## src/rtl/scr1_ahb_arb2.sv

```systemverilog
// scr1_ahb_arb2 : two-master to one-slave AHB-Lite arbiter.
// m0 is the IMEM bridge and m1 is the DMEM bridge. The address phase and the
// data phase are tracked separately, so one master's data phase can overlap
// the other master's address phase without adding a bubble.
// Optional feature macro: SCR1_AHB_ARB_RR_EN
//   defined   -> round-robin between the masters when both request
//   undefined -> fixed priority, m1 over m0 (m0 may starve under constant m1 traffic)
`ifndef SCR1_AHB_WIDTH
`define SCR1_AHB_WIDTH 32
`endif

module scr1_ahb_arb2 (
  input  logic                       clk,
  input  logic                       rst_n,
  // master 0 (IMEM bridge)
  input  logic [1:0]                 m0_htrans_i,
  input  logic [`SCR1_AHB_WIDTH-1:0] m0_haddr_i,
  input  logic                       m0_hwrite_i,
  input  logic [2:0]                 m0_hsize_i,
  input  logic [2:0]                 m0_hburst_i,
  input  logic [3:0]                 m0_hprot_i,
  input  logic                       m0_hmastlock_i,
  input  logic [`SCR1_AHB_WIDTH-1:0] m0_hwdata_i,
  output logic                       m0_hready_o,
  output logic [`SCR1_AHB_WIDTH-1:0] m0_hrdata_o,
  output logic                       m0_hresp_o,
  // master 1 (DMEM bridge)
  input  logic [1:0]                 m1_htrans_i,
  input  logic [`SCR1_AHB_WIDTH-1:0] m1_haddr_i,
  input  logic                       m1_hwrite_i,
  input  logic [2:0]                 m1_hsize_i,
  input  logic [2:0]                 m1_hburst_i,
  input  logic [3:0]                 m1_hprot_i,
  input  logic                       m1_hmastlock_i,
  input  logic [`SCR1_AHB_WIDTH-1:0] m1_hwdata_i,
  output logic                       m1_hready_o,
  output logic [`SCR1_AHB_WIDTH-1:0] m1_hrdata_o,
  output logic                       m1_hresp_o,
  // shared slave port
  output logic [1:0]                 s_htrans_o,
  output logic [`SCR1_AHB_WIDTH-1:0] s_haddr_o,
  output logic                       s_hwrite_o,
  output logic [2:0]                 s_hsize_o,
  output logic [2:0]                 s_hburst_o,
  output logic [3:0]                 s_hprot_o,
  output logic                       s_hmastlock_o,
  output logic [`SCR1_AHB_WIDTH-1:0] s_hwdata_o,
  input  logic                       s_hready_i,
  input  logic [`SCR1_AHB_WIDTH-1:0] s_hrdata_i,
  input  logic                       s_hresp_i
);

  localparam logic [1:0] HTRANS_IDLE = 2'b00;
  localparam logic       HRESP_OKAY  = 1'b0;

  logic req0_s;
  logic req1_s;
  logic hold_s;
  logic gnt_s;
  logic gnt_q;
  logic lock_q;
  logic lock_d;
  logic dph_vld_q;
  logic dph_vld_d;
  logic dph_own_q;
  logic dph_own_d;
  logic s_act_s;
`ifdef SCR1_AHB_ARB_RR_EN
  logic rr_last_q;
  logic rr_last_d;
`endif

  // SEQ and BUSY are treated as ordinary requests, same as NONSEQ
  assign req0_s  = (m0_htrans_i != HTRANS_IDLE);
  assign req1_s  = (m1_htrans_i != HTRANS_IDLE);
  assign s_act_s = (s_htrans_o  != HTRANS_IDLE);

  // Address grant: frozen during a stalled address phase or a locked sequence
  always_comb begin
    gnt_s  = gnt_q;
    hold_s = lock_q | (gnt_q ? m1_hmastlock_i : m0_hmastlock_i);
    if (hold_s) begin
      gnt_s = gnt_q;
    end else if (req0_s & req1_s) begin
`ifdef SCR1_AHB_ARB_RR_EN
      gnt_s = ~rr_last_q;
`else
      gnt_s = 1'b1;
`endif
    end else if (req1_s) begin
      gnt_s = 1'b1;
    end else if (req0_s) begin
      gnt_s = 1'b0;
    end else begin
      gnt_s = gnt_q;
    end
  end

  // Address-phase mux from the granted master
  always_comb begin
    s_htrans_o    = m0_htrans_i;
    s_haddr_o     = m0_haddr_i;
    s_hwrite_o    = m0_hwrite_i;
    s_hsize_o     = m0_hsize_i;
    s_hburst_o    = m0_hburst_i;
    s_hprot_o     = m0_hprot_i;
    s_hmastlock_o = m0_hmastlock_i;
    if (gnt_s) begin
      s_htrans_o    = m1_htrans_i;
      s_haddr_o     = m1_haddr_i;
      s_hwrite_o    = m1_hwrite_i;
      s_hsize_o     = m1_hsize_i;
      s_hburst_o    = m1_hburst_i;
      s_hprot_o     = m1_hprot_i;
      s_hmastlock_o = m1_hmastlock_i;
    end else begin
      s_htrans_o    = m0_htrans_i;
      s_haddr_o     = m0_haddr_i;
      s_hwrite_o    = m0_hwrite_i;
      s_hsize_o     = m0_hsize_i;
      s_hburst_o    = m0_hburst_i;
      s_hprot_o     = m0_hprot_i;
      s_hmastlock_o = m0_hmastlock_i;
    end
  end

  // Write data follows whichever master owns the data phase
  always_comb begin
    s_hwdata_o = m0_hwdata_i;
    if (dph_own_q) begin
      s_hwdata_o = m1_hwdata_i;
    end else begin
      s_hwdata_o = m0_hwdata_i;
    end
  end

  // Next state: address-stall lock, data-phase owner and round-robin history
  always_comb begin
    lock_d    = lock_q;
    dph_vld_d = dph_vld_q;
    dph_own_d = dph_own_q;
`ifdef SCR1_AHB_ARB_RR_EN
    rr_last_d = rr_last_q;
`endif
    if (s_hready_i) begin
      lock_d    = 1'b0;
      dph_vld_d = s_act_s;
      dph_own_d = gnt_s;
`ifdef SCR1_AHB_ARB_RR_EN
      if (s_act_s) begin
        rr_last_d = gnt_s;
      end else begin
        rr_last_d = rr_last_q;
      end
`endif
    end else if (s_act_s) begin
      lock_d = 1'b1;
    end else begin
      lock_d = lock_q;
    end
  end

  // Per-master ready/response: data-phase owner first, then grant, then idle
  always_comb begin
    m0_hready_o = 1'b0;
    m1_hready_o = 1'b0;
    m0_hresp_o  = HRESP_OKAY;
    m1_hresp_o  = HRESP_OKAY;
    if (dph_vld_q & ~dph_own_q) begin
      m0_hready_o = s_hready_i;
      m0_hresp_o  = s_hresp_i;
    end else if (~gnt_s) begin
      m0_hready_o = s_hready_i;
    end else begin
      m0_hready_o = ~req0_s;
    end
    if (dph_vld_q & dph_own_q) begin
      m1_hready_o = s_hready_i;
      m1_hresp_o  = s_hresp_i;
    end else if (gnt_s) begin
      m1_hready_o = s_hready_i;
    end else begin
      m1_hready_o = ~req1_s;
    end
  end

  assign m0_hrdata_o = s_hrdata_i;
  assign m1_hrdata_o = s_hrdata_i;

  // Arbiter state registers
  always_ff @(posedge clk or negedge rst_n) begin
    if (!rst_n) begin
      gnt_q     <= 1'b0;
      lock_q    <= 1'b0;
      dph_vld_q <= 1'b0;
      dph_own_q <= 1'b0;
`ifdef SCR1_AHB_ARB_RR_EN
      rr_last_q <= 1'b1;
`endif
    end else begin
      gnt_q     <= gnt_s;
      lock_q    <= lock_d;
      dph_vld_q <= dph_vld_d;
      dph_own_q <= dph_own_d;
`ifdef SCR1_AHB_ARB_RR_EN
      rr_last_q <= rr_last_d;
`endif
    end
  end

endmodule

```

## config.mk

```make
export PLATFORM = sky130hd
export DESIGN_NAME = scr1_ahb_arb2
export DESIGN_NICKNAME = d
export VERILOG_FILES = /design/src/rtl/scr1_ahb_arb2.sv
export SDC_FILE = /design/constraint.sdc
export NUM_CORES = 1
export LEC_CHECK = 0
export BUFFER_PORTS_ARGS = -buffer_cell sky130_fd_sc_hd__buf_2
export CAP_MARGIN = 20
export CORE_AREA = 2 2 131 133
export CTS_CLUSTER_SIZE = 12
export DETAILED_ROUTE_END_ITERATION = 7
export DIE_AREA = 0 0 133 135
export PLACE_DENSITY = 0.44
export SLEW_MARGIN = 40
export SYNTH_ARGS = -nofsm -noshare
export SYNTH_HDL_FRONTEND = slang
export SYNTH_SLANG_ARGS = --single-unit
```

## constraint.sdc

```tcl
create_clock -name clk -period 3.5 [get_ports clk]
set_input_delay 0 -clock clk [delete_from_list [all_inputs] [get_ports clk]]
set_output_delay 0 -clock clk [all_outputs]
set_load 0.01 [all_outputs]
```

==> flow_metrics.py <==
metrics = {
    "floorplan": {
        "dieArea_um2": 18000,
        "ios": 338,
        "die_w_um": 133,
        "core-area_um2": 16400,
        "start_util": 0.107,
        "die_y_um": 135,
        "num_rows": 47,
    },
    "hold_path": {
        "hp-class": "in -> out",
        "hold_path_startpoint": "s_hrdata_i[13]",
        "worstHoldPathCells": 0,
        "hold_end": "m1_hrdata_o[13]",
    },
    "route": {
        "postRouteAntennaNets": 0,
        "routed_wl_um": 6980,
        "wl_per_cell_um": 12.2,
        "drc": 0,
        "num_vias": 1907,
        "firstDrtPassIters": 4,
        "drtIter0Drc": 11,
        "avgViaCountPerCell": 3.33,
    },
    "timing": {
        "worstMarginPinSlew_ps": 710,
        "rsz0062_at_grt": "false",
        "setup_violations": 0,
        "setup_ws_ps": 1240,
        "period_needed_ps": 2260,
        "final.setup.tns_ps": 0,
        "max_freq_mhz": 442,
        "drv_slew": 0,
        "max-slew-margin-rel": 0.526,
        "fin_crit_sh": 0.646,
        "finClkSkew_ps": 0.649,
        "whs_ps": 0.00686,
        "hold_viol": 0,
    },
    "clocking": {
        "cts_tree": "built",
        "cts_buffer_depth": 2,
        "cts_buffers": 3,
        "cts.sinks": 4,
        "htreeDepth": 1,
        "cts_root_buf": "clkbuf_16",
        "clk_latency_ps": 220,
        "postCtsSetupBuffers": 0,
        "clkTransAtPathRegs_ps": 30,
        "cts_resized": 0,
    },
    "critical_path": {
        "cp-start-kind": "register",
        "crit_type": "reg -> out",
        "crit_arrival_ps": 2260,
        "required_ps": 3500,
        "r2r_cells": 3,
        "regToRegStartpoint": "lock_q",
        "path_max_fanout": 44,
        "cp-end-kind": "output pin",
        "rrSetupSlack_ps": 2230,
        "reg2reg_to": "dph_own_q",
    },
    "layout": {
        "final_cell_mix": "241 x buf_2, 60 x mux2_2, 20 x mux2_4, 5 x nor2_1, 4 x dfrtp_1",
        "fill_cells": 1859,
        "drive_above_1_share": 0.938,
        "finish.utilization": 0.171,
        "nets": 546,
        "n_antenna_cell": 0,
        "final_common_cell": "buf_2",
        "syn2layout_area_growth_pct": 59.7,
    },
    "power_and_ir_drop": {
        "peakVddDrop_uv": 165,
        "p_leak_nw": 1.53,
        "power.density_nw_per_um2": 288,
    },
    "global_route": {
        "grt_pass1_vias": 1881,
        "grt-ovfl-total": 0,
        "grt_max_degree": 45,
        "antenna_found_initial": 0,
        "grt_pass1_wl_um": 9850,
        "track_usage": 0.0701,
    },
    "yosys": {
        "syn_avg_cell_area_um2": 9.85,
        "synth_nets": 370,
        "synth-seq-cells": 4,
        "synthCells": 178,
        "yosys_warnings": 0,
        "syn_area_um2": 1750,
        "netlist-cell-type-count": 22,
        "ys_seq_area_frac": 0.0571,
    },
    "job": {
        "max-cap-violations": 0,
    },
    "place": {
        "hpwl_um": 6290,
        "pre_cts_ws_ps": 1440,
        "place_congestion": 0.699,
        "io_buffers": 241,
    },
    "run_status": {
        "status": "complete, no violations",
    },
}
metrics by stage:
| stage | power [W] | cells | cell area (um2) |
|---|---|---|---|
| after floorplan | 0.000478 | 178 | 1750 |
| after global placement | 0.000645 | 568 | 2720 |
| after detailed placement | 0.000642 | 568 | 2720 |
| after CTS | 0.000824 | 572 | 2800 |
| after global routing | 0.000864 | 572 | 2800 |
| final | 0.000808 | 572 | 2800 |
synthesized netlist by cell type:
master | instances | area (um2)
nor2_1 | 5 | 18.8
or2_4 | 1 | 8.76
o41ai_1 | 1 | 8.76
dfrtp_1 | 4 | 100
inv_1 | 1 | 3.75
mux2_4 | 20 | 300
o31ai_1 | 1 | 7.51
buf_6 | 3 | 33.8
a21oi_2 | 1 | 8.76
a22oi_1 | 1 | 7.51
mux2_2 | 60 | 676
mux2i_1 | 1 | 10.0
and3_1 | 1 | 6.26
buf_2 | 2 | 10.0
buf_4 | 64 | 480
nand2_1 | 2 | 7.51
o21ai_0 | 2 | 10.0
nor2_2 | 1 | 6.26
clkbuf_1 | 4 | 15.0
nor4_4 | 1 | 21.3
nor2b_1 | 1 | 6.26
o21a_1 | 1 | 7.51
worst max-delay path by stage:
stage	startpoint	end	slack, ps	depth (start not counted)
floorplan	lock_q	s_haddr_o[10]	2080	6
global placement	lock_q	s_hburst_o[0]	1480	6
detailed placement	lock_q	s_hprot_o[0]	1440	6
CTS	lock_q	s_htrans_o[1]	1200	6
global route	lock_q	s_hwrite_o	1050	6
finish	lock_q	s_hburst_o[2]	1240	6
worst max-delay path, cell delays in order, from the launching register on:
cell	delay, ps
dfrtp_1	410
nor2_1	170
a21oi_2	120
nor2_4	170
buf_4	560
mux2_2	400
buf_2	140
what timing repair did:
action,4_1_cts,5_1_grt
setup endpoints to repair,0,0
hold buffers,1,0
hold endpoints to repair,4,0
layer usage:
metal | vias to the layer above | global-route usage | share of wire
met3 | 30 | 0.0161 | 0.11
met5 | - | 0 | 0
met1 | 796 | 0.0771 | 0.37
li1 | 909 | - | -
met4 | 0 | 0.0281 | 0.030
met2 | 172 | 0.130 | 0.50
where the power goes:
part / leakage [nW] / internal [W] / switching [W] / total [W]
combinational: 1.45 / 0.000319 / 0.000247 / 0.000566
sequential: 0.0425 / 0.0000531 / 0.0000122 / 0.0000652
clock: 0.0370 / 0.000146 / 0.0000311 / 0.000177
layout make-up:
class,count,area (um2),area share
Timing Repair Buffer,244,1230,0.439
Multi-Input combinational cell,100,1120,0.398
Tap cell,220,275,0.0983
Sequential cell,4,100,0.0357
Clock buffer,3,75.1,0.0268
Inverter,1,3.75,0.00134
logic make-up after synthesis:
family / count (synthesis) / share of synthesized area
AOI/OAI and AO/OA: 7 / 0.0285
buffers and inverters: 74 / 0.310
muxes: 81 / 0.562
DFF: 4 / 0.0571
and+or+nand+nor: 12 / 0.0428
state kept, by name, indices dropped and copies added (netlist names):
register   cells
lock_q         1
gnt_q          1
dph_vld_q      1
dph_own_q      1
No activity file was read; power rests on OpenSTA's default activity.
